**src/rtl/cam_capture.sv**
```systemverilog
// cam_capture: assembles two-byte RGB565 camera pixels into RGB332 (DW=8) or
// RGB565 (DW=16) frame-buffer writes with line-aware addressing and a per-frame
// start/stop FSM. Single clock domain (pclk), asynchronous active-low reset.
// Optional build macro CAM_DECIM_EN adds 2:1 decimation in both axes.
module cam_capture #(
   parameter int AW      = 15,
   parameter int DW      = 8,
   parameter int H_PIX   = 160,
   parameter int V_LINES = 120
) (
   input  logic          pclk,
   input  logic          rst,
   input  logic          vsync,
   input  logic          href,
   input  logic [7:0]    px_data,
   input  logic          cap_en,
   output logic [AW-1:0] mem_px_addr,
   output logic [DW-1:0] mem_px_data,
   output logic          px_wr,
   output logic          frame_done,
   output logic          busy,
   output logic          ovf
);

   // Only the bits of b0 that reach the output word are kept.
   localparam int HW = (DW == 16) ? 8 : 6;
   localparam logic [AW-1:0] H_LIM = AW'(H_PIX);
   localparam logic [AW-1:0] V_LIM = AW'(V_LINES);
   localparam logic [AW-1:0] ONE   = AW'(1);

   if (!(DW == 8 || DW == 16)) begin : g_bad_dw
      $error("cam_capture: DW must be 8 or 16");
   end
   if (longint'(H_PIX) * longint'(V_LINES) > (longint'(1) << AW)) begin : g_bad_geom
      $error("cam_capture: H_PIX*V_LINES exceeds 2^AW");
   end

   typedef enum logic [1:0] {IDLE, WAIT_VS, WAIT_ACT, CAPTURE} state_t;

   state_t        state, state_next;
   logic          phase;
   logic          href_q;
   logic [HW-1:0] b0_part;
   logic [HW-1:0] b0_part_d;
   logic [DW-1:0] pix_word;
   logic [AW-1:0] col, line, line_base;
   logic          keep;

   if (DW == 16) begin : g_rgb565
      assign b0_part_d = px_data;
      assign pix_word  = {b0_part, px_data};
   end else begin : g_rgb332
      assign b0_part_d = {px_data[7:5], px_data[2:0]};
      assign pix_word  = {b0_part, px_data[4:3]};
   end

`ifdef CAM_DECIM_EN
   logic [AW-1:0] in_col, in_line;
   assign keep = !in_col[0] && !in_line[0];
`else
   assign keep = 1'b1;
`endif

   // Frame FSM state register.
   always_ff @(posedge pclk or negedge rst) begin
      if (!rst) state <= IDLE;
      else      state <= state_next;
   end

   // Frame FSM next-state: wait for a full vsync cycle before capturing.
   always_comb begin
      state_next = state;
      case (state)
         IDLE:     if (cap_en) state_next = WAIT_VS;
         WAIT_VS:  if (vsync)  state_next = WAIT_ACT;
         WAIT_ACT: if (!vsync) state_next = CAPTURE;
         CAPTURE:  if (vsync)  state_next = cap_en ? WAIT_ACT : IDLE;
         default:  state_next = IDLE;
      endcase
   end

   // Byte assembly, addressing, clipping and registered outputs.
   always_ff @(posedge pclk or negedge rst) begin
      if (!rst) begin
         phase       <= 1'b0;
         href_q      <= 1'b0;
         b0_part     <= '0;
         col         <= '0;
         line        <= '0;
         line_base   <= '0;
         mem_px_addr <= '0;
         mem_px_data <= '0;
         px_wr       <= 1'b0;
         frame_done  <= 1'b0;
         busy        <= 1'b0;
         ovf         <= 1'b0;
`ifdef CAM_DECIM_EN
         in_col      <= '0;
         in_line     <= '0;
`endif
      end else begin
         px_wr      <= 1'b0;
         frame_done <= 1'b0;
         busy       <= (state_next == WAIT_ACT) || (state_next == CAPTURE);
         if (state == WAIT_ACT && !vsync) begin
            phase     <= 1'b0;
            href_q    <= 1'b0;
            col       <= '0;
            line      <= '0;
            line_base <= '0;
            ovf       <= 1'b0;
`ifdef CAM_DECIM_EN
            in_col    <= '0;
            in_line   <= '0;
`endif
         end else if (state == CAPTURE) begin
            if (vsync) begin
               frame_done <= 1'b1;
               phase      <= 1'b0;
               href_q     <= 1'b0;
            end else begin
               href_q <= href;
               if (href) begin
                  if (!phase) begin
                     b0_part <= b0_part_d;
                     phase   <= 1'b1;
                  end else begin
                     phase <= 1'b0;
`ifdef CAM_DECIM_EN
                     in_col <= in_col + ONE;
`endif
                     if (keep) begin
                        if (col < H_LIM && line < V_LIM) begin
                           mem_px_addr <= line_base + col;
                           mem_px_data <= pix_word;
                           px_wr       <= 1'b1;
                           col         <= col + ONE;
                        end else begin
                           ovf <= 1'b1;
                        end
                     end
                  end
               end else begin
                  phase <= 1'b0;
`ifdef CAM_DECIM_EN
                  if (href_q && in_col != '0) begin
                     in_col  <= '0;
                     in_line <= in_line + ONE;
                     if (!in_line[0] && col != '0) begin
                        col       <= '0;
                        line      <= line + ONE;
                        line_base <= line_base + H_LIM;
                     end
                  end
`else
                  if (href_q && col != '0) begin
                     col       <= '0;
                     line      <= line + ONE;
                     line_base <= line_base + H_LIM;
                  end
`endif
               end
            end
         end
      end
   end

endmodule

```
**config.mk**
```make
export PLATFORM = sky130hd
export DESIGN_NAME = cam_capture
export DESIGN_NICKNAME = d
export VERILOG_FILES = /design/src/rtl/cam_capture.sv
export SDC_FILE = /design/constraint.sdc
export NUM_CORES = 1
export LEC_CHECK = 0
export ABC_AREA = 1
export CORE_MARGIN = 2
export CORE_UTILIZATION = 45
export DETAILED_ROUTE_END_ITERATION = 8
export PLACE_DENSITY_LB_ADDON = 0.15
export RECOVER_POWER = 25
export SYNTH_ARGS = -nofsm -noshare
export SYNTH_HDL_FRONTEND = slang
export SYNTH_SLANG_ARGS = --single-unit
```
**constraint.sdc**
```tcl
create_clock -name pclk -period 1.55 [get_ports pclk]
set_input_delay 0.31 -clock pclk [delete_from_list [all_inputs] [get_ports pclk]]
set_output_delay 0.31 -clock pclk [all_outputs]
set_load 0.1 [all_outputs]
```
==> results of run 1 <==
## cells by family after synthesis
kind of cell | count (synthesis) | synth area share, %
and+or+nand+nor | 329 | 32.48
buffers and inverters | 81 | 7.583
DFF | 77 | 44.74
AOI/OAI and AO/OA | 53 | 6.914
xor gates and xnor gates | 19 | 3.864
adders and majority gates | 14 | 4.067
other | 1 | 0.08708
muxes | 1 | 0.2615
## per-stage QoR
| stage | std cells | hold slack, ns | utilization, % | power, mW |
|---|---|---|---|---|
| global placement | 813 | 0.2886 | 61.86 | 6.678 |
| global route | 846 | 0.4912 | 71.97 | 9.359 |
| CTS | 836 | 0.4317 | 66.02 | 8.336 |
| floorplan | 575 | 0.01441 | - | 5.094 |
| finish | 846 | 0.4716 | 71.97 | 8.899 |
| detailed placement | 813 | 0.2834 | 61.86 | 6.733 |
## layout by cell type (no fill, tap or decap), types with 11 or more instances in the layout
cell type,synthesis,final
dfrtp_1,77,76
o21ai_2,0,19
nand2_4,1,15
buf_6,0,14
nand2_1,181,127
a21oi_1,15,13
nor2_1,70,56
nand2_2,2,42
inv_1,66,64
xor2_1,11,11
clkdlybuf4s50_1,0,11
nor2_2,1,11
nand3_1,41,31
buf_12,0,33
nand4_1,19,19
buf_4,3,75
## power breakdown
| part | total (mW) | internal [mW] | switching, mW |
|---|---|---|---|
| logic | 4.64 | 1.84 | 2.79 |
| clock network | 1.43 | 0.601 | 0.828 |
| registers | 2.83 | 2.43 | 0.398 |
| total | 8.90 | 4.88 | 4.02 |
## final cells by class
type,count,area (um^2)
fillers,710,2603
clock inverters,7,57.56
inverters,68,272.8
clock buffers,9,123.9
multi-input cells,418,2556
well taps,129,161.4
repair buffers,138,1582
flip-flops and latches,77,1928
## critical path, stage by stage (launching register included)
cell	delay (ns)
dfrtp_2	0.47
buf_6	0.14
nor2_4	0.08
nand2_2	0.07
nor2_4	0.12
nand2_2	0.08
nand4_1	0.11
buf_4	0.16
nand2_8	0.08
inv_8	0.08
clkbuf_16	0.15
nand2_4	0.04
nand2_2	0.06
## flip-flops by register name, summed over array words and instances (netlist names)
signal / count
ovf: 1
state: 2
frame_done: 1
line: 15
b0_part: 6
mem_px_data: 8
busy: 1
href_q: 1
px_wr: 1
col: 15
mem_px_addr: 15
line_base: 10
phase: 1
## routing by layer
metal / share of wire (%) / up-vias
met4: 1.2 / 0
met2: 52 / 93
met5: 0 / -
li1: - / 2112
met1: 44 / 2037
met3: 2.5 / 18
## synthesized netlist by cell type, types with 7 or more instances
library cell	n	area, um^2
dfrtp_1	77	1927
xor2_1	11	96.34
xnor2_1	8	70.07
ha_1	14	175.2
buf_2	7	35.03
o21ai_0	30	150.1
nor2_1	70	262.8
nand4_1	19	118.9
inv_1	66	247.7
nand2_1	181	679.4
nand3_1	41	205.2
a21oi_1	15	75.07
## path summary, 6_finish.rpt
| kind | start | cells past startpoint | end |
|---|---|---|---|
| worst max-delay path | col[7]$_DFFE_PN0P_ | 12 | line_base[14]$_DFFE_PN0P_ |
| worst min-delay path | b0_part[5]$_DFFE_PN0P_ | 2 | mem_px_data[7]$_DFFE_PN0P_ |
| worst max register to register | col[7]$_DFFE_PN0P_ | 12 | line_base[14]$_DFFE_PN0P_ |
| worst min register to register | b0_part[5]$_DFFE_PN0P_ | 2 | mem_px_data[7]$_DFFE_PN0P_ |
| max in group asynchronous | rst | 3 | mem_px_addr[9]$_DFFE_PN0P_ |
| min in group asynchronous | rst | 2 | px_wr$_DFF_PN0_ |
## what timing repair did
action / 4_1_cts / 5_1_grt
resized for setup: 45 / 134
cloned: 1 / 5
endpoints found under the hold margin: 28 / 0
endpoints found under the setup margin: 63 / 64
hold buffers: 1 / 0
buffers inserted: 5 / 5
pin swaps: 17 / 31
==> run summary, run 1 <==
Outcome = finished with violations
Failing checks = setup timing
Tcrit/Tclk final = 109.7%
Num ports = 40
Gate Count Post-Synth = 575
Synth Flop Type = dfrtp_1
Port bufs = 39
Post-DP HPWL = 7.444 mm
Clock network latency to the later pin of the worst-skew pair = 0.36 ns
GP Congestion = 0.8511
Mean Syn Cell Area = 7.490 um^2
Area post-placement = 5743 um^2
CTS sink count = 77
Initial Utilization = 46.39%
WL final = 11.25 mm
WP data required = 1.84 ns
Worst Tran Pin Value = 0.8752 ns
Fin crit period = 1.700 ns
Final instance area = 6681 um^2
CTS tree = done
Most used routing layer = met2
DR vias = 4,260
Syn. warnings = 0
Overflow after GRT = 0
RSZ-0062 raised after global routing = true
Clock Path Buffers = 2
Clk_skew = 0.01152 ns
Syn_nets = 602
Initial antenna violation count = 0
Antenna fix cells = 0
Die Wd = 101.8 um
Type of the worst setup path = flop to flop
Ys async rst share = 100.0%
Met3 Usage GRT = 2.804%
CP Capture Type = flop
1st-iter DRT viols = 161
Crit path DAT = 1.99 ns
Chip height = 101.8 um
GRT met1 Usage = 26.86%
Num rows = 35
Hold Path Class = flop to flop
Drt drc = 0
Share of layout cells above drive strength 1 = 37.24%
Max-slew violation count = 0
Register bit count reported by yosys = 77
Netlist cell types = 36
Core Box Area = 9284 um^2
Largest net degree at the start of global routing = 32
CTS buffer count = 9
Number of flops mapped to enable cells by yosys = 0
Crit Path Max Fanout = 6
Leakage power = 3.320 nW
Global Route met2 Usage = 38.26%
Max_slew headroom = 41.66%
Worst Slack Setup Final = -0.1496 ns
Layout area overhead = 55.14%
Routed wire length per instance = 13.30 um
ANT nets after route = 0
Overall Global Routing Usage = 21.29%
Setup_tns = -4.016 ns
First-pass GRT wire length = 17.68 mm
Max IR drop VDD = 0.9125 mV
DIE AREA = 10,370 um^2
Seq/Total Area, Yosys = 44.74%
Via density = 5.035
Drt pass-1 iters = 7
Startpoint types = flop
Clock Pin Slew Worst Setup and Hold Paths = 0.09 ns
Final Hold Vio Count = 0
Worst slack at placement = -0.1853 ns
Synthesized area = 4307 um^2
F_max = 588.4 MHz
Setup-failing EPs final = 63
R2R setup slack = -0.15 ns
Pwr Density = 1332 nW/um^2
Final net count = 739
Htree depth = 3
Vias in the first global route = 4,070
Root Buffer = clkbuf_8
Maxcap violations = 0
No activity file was read; power rests on OpenSTA's default activity.
==> inputs of run 2 (changes only) <==
--- a/config.mk
+++ b/config.mk
@@ -6,9 +6,11 @@
 export NUM_CORES = 1
 export LEC_CHECK = 0
 export ABC_AREA = 1
+export CAP_MARGIN = 20
 export CORE_MARGIN = 2
-export CORE_UTILIZATION = 45
+export CORE_UTILIZATION = 30
 export DETAILED_ROUTE_END_ITERATION = 8
+export DONT_BUFFER_PORTS = 1
 export PLACE_DENSITY_LB_ADDON = 0.15
 export RECOVER_POWER = 25
 export SYNTH_ARGS = -nofsm -noshare
==> run 2 against run 1 <==
  * The run ends with hold timing, setup timing left
  * Flip-flop and latch count unchanged
  * Global-route usage fell by 6.5 points
  * Register-to-register slack gained 0.13 ns
  * Worst setup slack better by 0.13 ns
  * Power decreased by 0.70%
  * Largest power group unchanged
  * Wire length decreased by 4.2%
  * Critical endpoint is now mem_px_addr[11]$_DFFE_PN0P_
  * Clock power is 62% higher
  * Hold slack got worse by 0.81 ns
==> run summary, run 2 (synthesis results as in run 1) <==
Outcome = finished with violations
Failing checks = hold timing, setup timing
Hold Path Class = primary input to async pin
Crit-path most repeated cell = nand2_1
Slowest stage cell, crit path = dfrtp_1
Final net count = 696
Total power = 8.837 mW
CTS tree = done
CP Cell Sequence = buf_4 -> ha_4 -> nand2_1 -> or2_4 -> nand4_1 -> nand2_2 -> nand2_4 -> nand2_1
Initial antenna violation count = 0
FF+latch area = 1928 um^2
Maxcap violations = 0
Most used routing layer = met2
Met3 Usage GRT = 3.297%
WP data required = 1.78 ns
Post-DP HPWL = 7.404 mm
Area of the multi-input gates = 2349 um^2
GRT met1 Usage = 18.73%
Final Hold Vio Count = 77
ANT nets after route = 0
First-pass GRT wire length = 17.92 mm
Pwr Density = 1498 nW/um^2
Core Box Area = 13,930 um^2
Num ports = 40
GP Congestion = 0.8149
Overall Global Routing Usage = 14.79%
Most frequent cells in the layout = nand2_1, buf_4, dfrtp_1
Setup-failing EPs final = 1
Chip height = 123.8 um
Port bufs = 0
RSZ-0062 raised after global routing = true
1st-iter DRT viols = 211
Worst Slack Setup Final = -0.02156 ns
Tcrit/Tclk final = 101.4%
Global Route met2 Usage = 25.03%
CP Capture Type = flop
Placed insts = 835
Crit path DAT = 1.81 ns
Layout Cells excl Fill = 854
Initial Utilization = 30.91%
Leakage power = 3.032 nW
Sum of buffers and inverters on the critical path = 1
Routed wire length per instance = 12.63 um
Vias in the first global route = 3,857
R2R setup slack = -0.02 ns
Drt pass-1 iters = 4
Crit Path Max Fanout = 4
Die Wd = 123.8 um
Largest net degree at the start of global routing = 78
Worst hold margin = -0.3408 ns
CTS buffer count = 9
Most common cell after layout, fill and taps aside = nand2_1
Num rows = 43
CP peak stage delay = 0.38 ns
Htree depth = 3
Layout area overhead = 36.96%
DIE AREA = 15,330 um^2
Max-slew violation count = 0
WL final = 10.78 mm
DR vias = 3,898
Via density = 4.564
Clock Path Buffers = 2
CTS sink count = 77
Root Buffer = clkbuf_16
Clock network latency to the later pin of the worst-skew pair = 0.34 ns
Antenna fix cells = 0
Clock Pin Slew Worst Setup and Hold Paths = 0.07 ns
Overflow after GRT = 0
Startpoint types = flop
Clk_skew = 0.008484 ns
Fill cells = 1,368
Cell family with most CP delay = simple AND/OR/NAND/NOR gates
Share of layout cells above drive strength 1 = 27.74%
Fin crit period = 1.572 ns
Drt drc = 0
Type of the worst setup path = flop to flop
Top Registers = col x15, line x15, mem_px_addr x15
F_max = 636.3 MHz
Max IR drop VDD = 0.5619 mV
[run 2: path summary, 6_finish.rpt]
| kind | start | end | depth (start not counted) |
|---|---|---|---|
| hold / removal | rst | frame_done$_DFF_PN0_ | 0 |
| max in group asynchronous | rst | col[7]$_DFFE_PN0P_ | 0 |
| setup reg to reg | col[9]$_DFFE_PN0P_ | mem_px_addr[11]$_DFFE_PN0P_ | 8 |
| min in group pclk | vsync | state[0]$_DFF_PN0_ | 1 |
| setup / recovery | col[9]$_DFFE_PN0P_ | mem_px_addr[11]$_DFFE_PN0P_ | 8 |
| hold reg to reg | b0_part[5]$_DFFE_PN0P_ | mem_px_data[7]$_DFFE_PN0P_ | 2 |
[run 2: worst register-to-register path: stages (launching register included)]
cell     delay, ns
dfrtp_1       0.38
buf_4         0.15
ha_4          0.30
nand2_1       0.10
or2_4         0.27
nand4_1       0.09
nand2_2       0.09
nand2_4       0.05
nand2_1       0.04
[run 2: through the flow]
| step | TNS, ns | util [%] | hold WS (ns) | worst slack [ns] | cell area [um^2] |
|---|---|---|---|---|---|
| final | -0.02156 | 42.33 | -0.3408 | -0.02156 | 5898 |
| after detailed placement | -0.7948 | 37.40 | 0.01634 | -0.1016 | 5211 |
| after CTS | -0.2689 | 40.81 | -0.3506 | -0.03894 | 5687 |
| after global placement | -0.5145 | 37.40 | 0.01646 | -0.09756 | 5211 |
| after floorplan | 0 | - | 0.01441 | 0.05038 | 4307 |
| after global routing | -2.428 | 42.33 | -0.3575 | -0.09866 | 5898 |
[run 2: cell type report]
| class | count | area share [%] |
|---|---|---|
| clock buffer | 9 | 3.818 |
| clock inverter | 7 | 1.676 |
| inverter | 68 | 4.370 |
| multi-input combinational | 417 | 39.82 |
| sequential | 77 | 32.69 |
| tap | 180 | 3.818 |
| timing repair buffer | 96 | 13.81 |
[run 2: timing repair]
action	in CTS	in global routing
cloned	0	0
endpoints found under the hold margin	77	77
resized for setup	24	73
setup endpoints to repair	37	65
pin swaps	14	14
buffers inserted	2	1
[run 2: layer usage]
| layer | vias up | share of wire, % |
|---|---|---|
| li1 | 2010 | - |
| met4 | 0 | 1.2 |
| met3 | 10 | 3.7 |
| met5 | - | 0 |
| met2 | 70 | 48 |
| met1 | 1808 | 47 |
[run 2: power breakdown]
part	switching, mW	internal, mW
sequential	0.268	2.44
clock	0.896	1.42
combinational	2.56	1.25
total	3.73	5.11
==> inputs of run 3 (changes only) <==
--- a/config.mk
+++ b/config.mk
@@ -7,8 +7,9 @@
 export LEC_CHECK = 0
 export ABC_AREA = 1
 export CAP_MARGIN = 20
+export CORE_ASPECT_RATIO = 0.7
 export CORE_MARGIN = 2
-export CORE_UTILIZATION = 30
+export CORE_UTILIZATION = 58
 export DETAILED_ROUTE_END_ITERATION = 8
 export DONT_BUFFER_PORTS = 1
 export PLACE_DENSITY_LB_ADDON = 0.15
==> run 3 against run 2 <==
  * The run still ends with hold timing, setup timing left
  * Hold slack got worse by 0.0080 ns
  * First-iteration DRC count increased by 14%
  * Critical path type unchanged
  * Combinational power increased by 9.9%
  * Clock skew increased by 0.0052 ns
  * Worst setup slack got worse by 0.19 ns
==> run summary, run 3 (synthesis results as in run 1) <==
F_max = 567.9 MHz
Chip height = 76.10 um
First-pass GRT wire length = 17.79 mm
Clk_skew = 0.01363 ns
GRT met1 Usage = 35.22%
Routed wire length per instance = 14.69 um
Vias in the first global route = 3,984
Placed insts = 746
RSZ-0062 raised after global routing = true
Htree depth = 3
Slowest stage cell, crit path = dfrtp_1
Sum of buffers and inverters on the critical path = 3
Worst slack at placement = -0.1096 ns
Maxcap violations = 0
CTS buffer count = 9
Top Registers = col x15, line x15, mem_px_addr x15
Initial Utilization = 59.37%
Max-slew violation count = 0
Root Buffer = clkbuf_8
Overflow after GRT = 0
Drt drc = 0
Hold Path Class = primary input to async pin
Port bufs = 0
Num rows = 26
GP Congestion = 0.8577
Global Route met2 Usage = 45.29%
Leakage power = 3.083 nW
Setup-failing EPs final = 60
Antenna fix cells = 0
CP Cell Sequence = nor2_1 -> nand2_1 -> nor2_4 -> buf_4 -> nand3_4 -> nor3_2 -> buf_6 -> buf_12 -> nand3_1 -> nand2_1
Overall Global Routing Usage = 26.98%
Fill cells = 442
Final Hold Vio Count = 77
Cell family with most CP delay = simple AND/OR/NAND/NOR gates
Num ports = 40
Pwr Density = 1428 nW/um^2
Core Box Area = 7254 um^2
Outcome = finished with violations
Max IR drop VDD = 1.455 mV
Met3 Usage GRT = 6.159%
Via density = 5.427
DR vias = 4,222
Largest net degree at the start of global routing = 78
Total power = 8.361 mW
WP data required = 1.83 ns
Area of the multi-input gates = 2431 um^2
CP Capture Type = flop
ANT nets after route = 0
Crit path DAT = 2.04 ns
Post-DP HPWL = 6.969 mm
Die Wd = 107.0 um
Initial antenna violation count = 0
Clock Pin Slew Worst Setup and Hold Paths = 0.09 ns
Fin crit period = 1.761 ns
Type of the worst setup path = flop to flop
Crit-path most repeated cell = nand2_1
Layout area overhead = 35.97%
1st-iter DRT viols = 241
CTS tree = done
Share of layout cells above drive strength 1 = 29.41%
CP peak stage delay = 0.38 ns
Final core utilization = 80.72%
Worst hold margin = -0.3488 ns
Startpoint types = flop
DIE AREA = 8141 um^2
Clock Path Buffers = 2
Layout Cells excl Fill = 778
Worst Slack Setup Final = -0.2110 ns
Crit Path Max Fanout = 6
Clock network latency to the later pin of the worst-skew pair = 0.35 ns
Drt pass-1 iters = 4
WL final = 11.43 mm
Failing checks = hold timing, setup timing
Final net count = 702
FF+latch area = 1928 um^2
CTS sink count = 77
Most used routing layer = met2
Most frequent cells in the layout = nand2_1, buf_4, dfrtp_1
Tcrit/Tclk final = 113.6%
Most common cell after layout, fill and taps aside = nand2_1
run 3: cell count changes in the layout (fill, tap and decap cells not counted), sizes merged:
| cell | delta |
|---|---|
| clkbuf | +5 |
| bufinv | -1 |
| inv | -1 |
| clkinvlp | +1 |
| buf | +1 |
| nand2 | +1 |
run 3: layout make-up:
type	instances	share of cell area [%]
Multi-Input combinational cell	418	41.52
Inverter	68	4.530
Clock inverter	6	1.090
Tap cell	98	2.094
Clock buffer	10	2.179
Sequential cell	77	32.93
Timing Repair Buffer	101	15.66
run 3: final timing paths:
check,slack (ns),start,cells past startpoint,end
min,-0.35,rst,0,mem_px_data[3]$_DFFE_PN0P_
max,-0.21,col[12]$_DFFE_PN0P_,10,mem_px_addr[12]$_DFFE_PN0P_
min reg2reg,0.49,b0_part[5]$_DFFE_PN0P_,2,mem_px_data[7]$_DFFE_PN0P_
min in group pclk,0.06,vsync,1,state[0]$_DFF_PN0_
max in group asynchronous,1.76,rst,0,col[4]$_DFFE_PN0P_
max reg2reg,-0.21,col[12]$_DFFE_PN0P_,10,mem_px_addr[12]$_DFFE_PN0P_
run 3: what timing repair did:
item | CTS | global route
hold endpoints to repair | 77 | 77
pin swaps | 11 | 8
buffers inserted | 2 | 7
endpoints found under the setup margin | 63 | 64
cloned | 1 | 6
resized for setup | 42 | 80
run 3: report_power, final:
part	switching (mW)	leakage (nW)	internal (mW)
registers	0.239	1.04	2.43
clock network	0.748	0.0923	0.741
logic	2.81	1.95	1.39
run 3: stage by stage:
| step | hold WS (ns) | TNS, ns | area [um^2] |
|---|---|---|---|
| floorplan | 0.01441 | 0 | 4307 |
| global placement | 0.01560 | -0.7821 | 5044 |
| detailed placement | 0.01544 | -3.454 | 5044 |
| CTS | -0.3620 | -0.1343 | 5420 |
| global route | -0.3805 | -10.40 | 5856 |
| finish | -0.3488 | -5.428 | 5856 |
run 3: routing by layer:
| metal | share of wire, % | vias to the layer above |
|---|---|---|
| met5 | 0 | - |
| met4 | 1.1 | 0 |
| met3 | 6.6 | 14 |
| met2 | 48 | 163 |
| met1 | 44 | 2016 |
| li1 | - | 2029 |
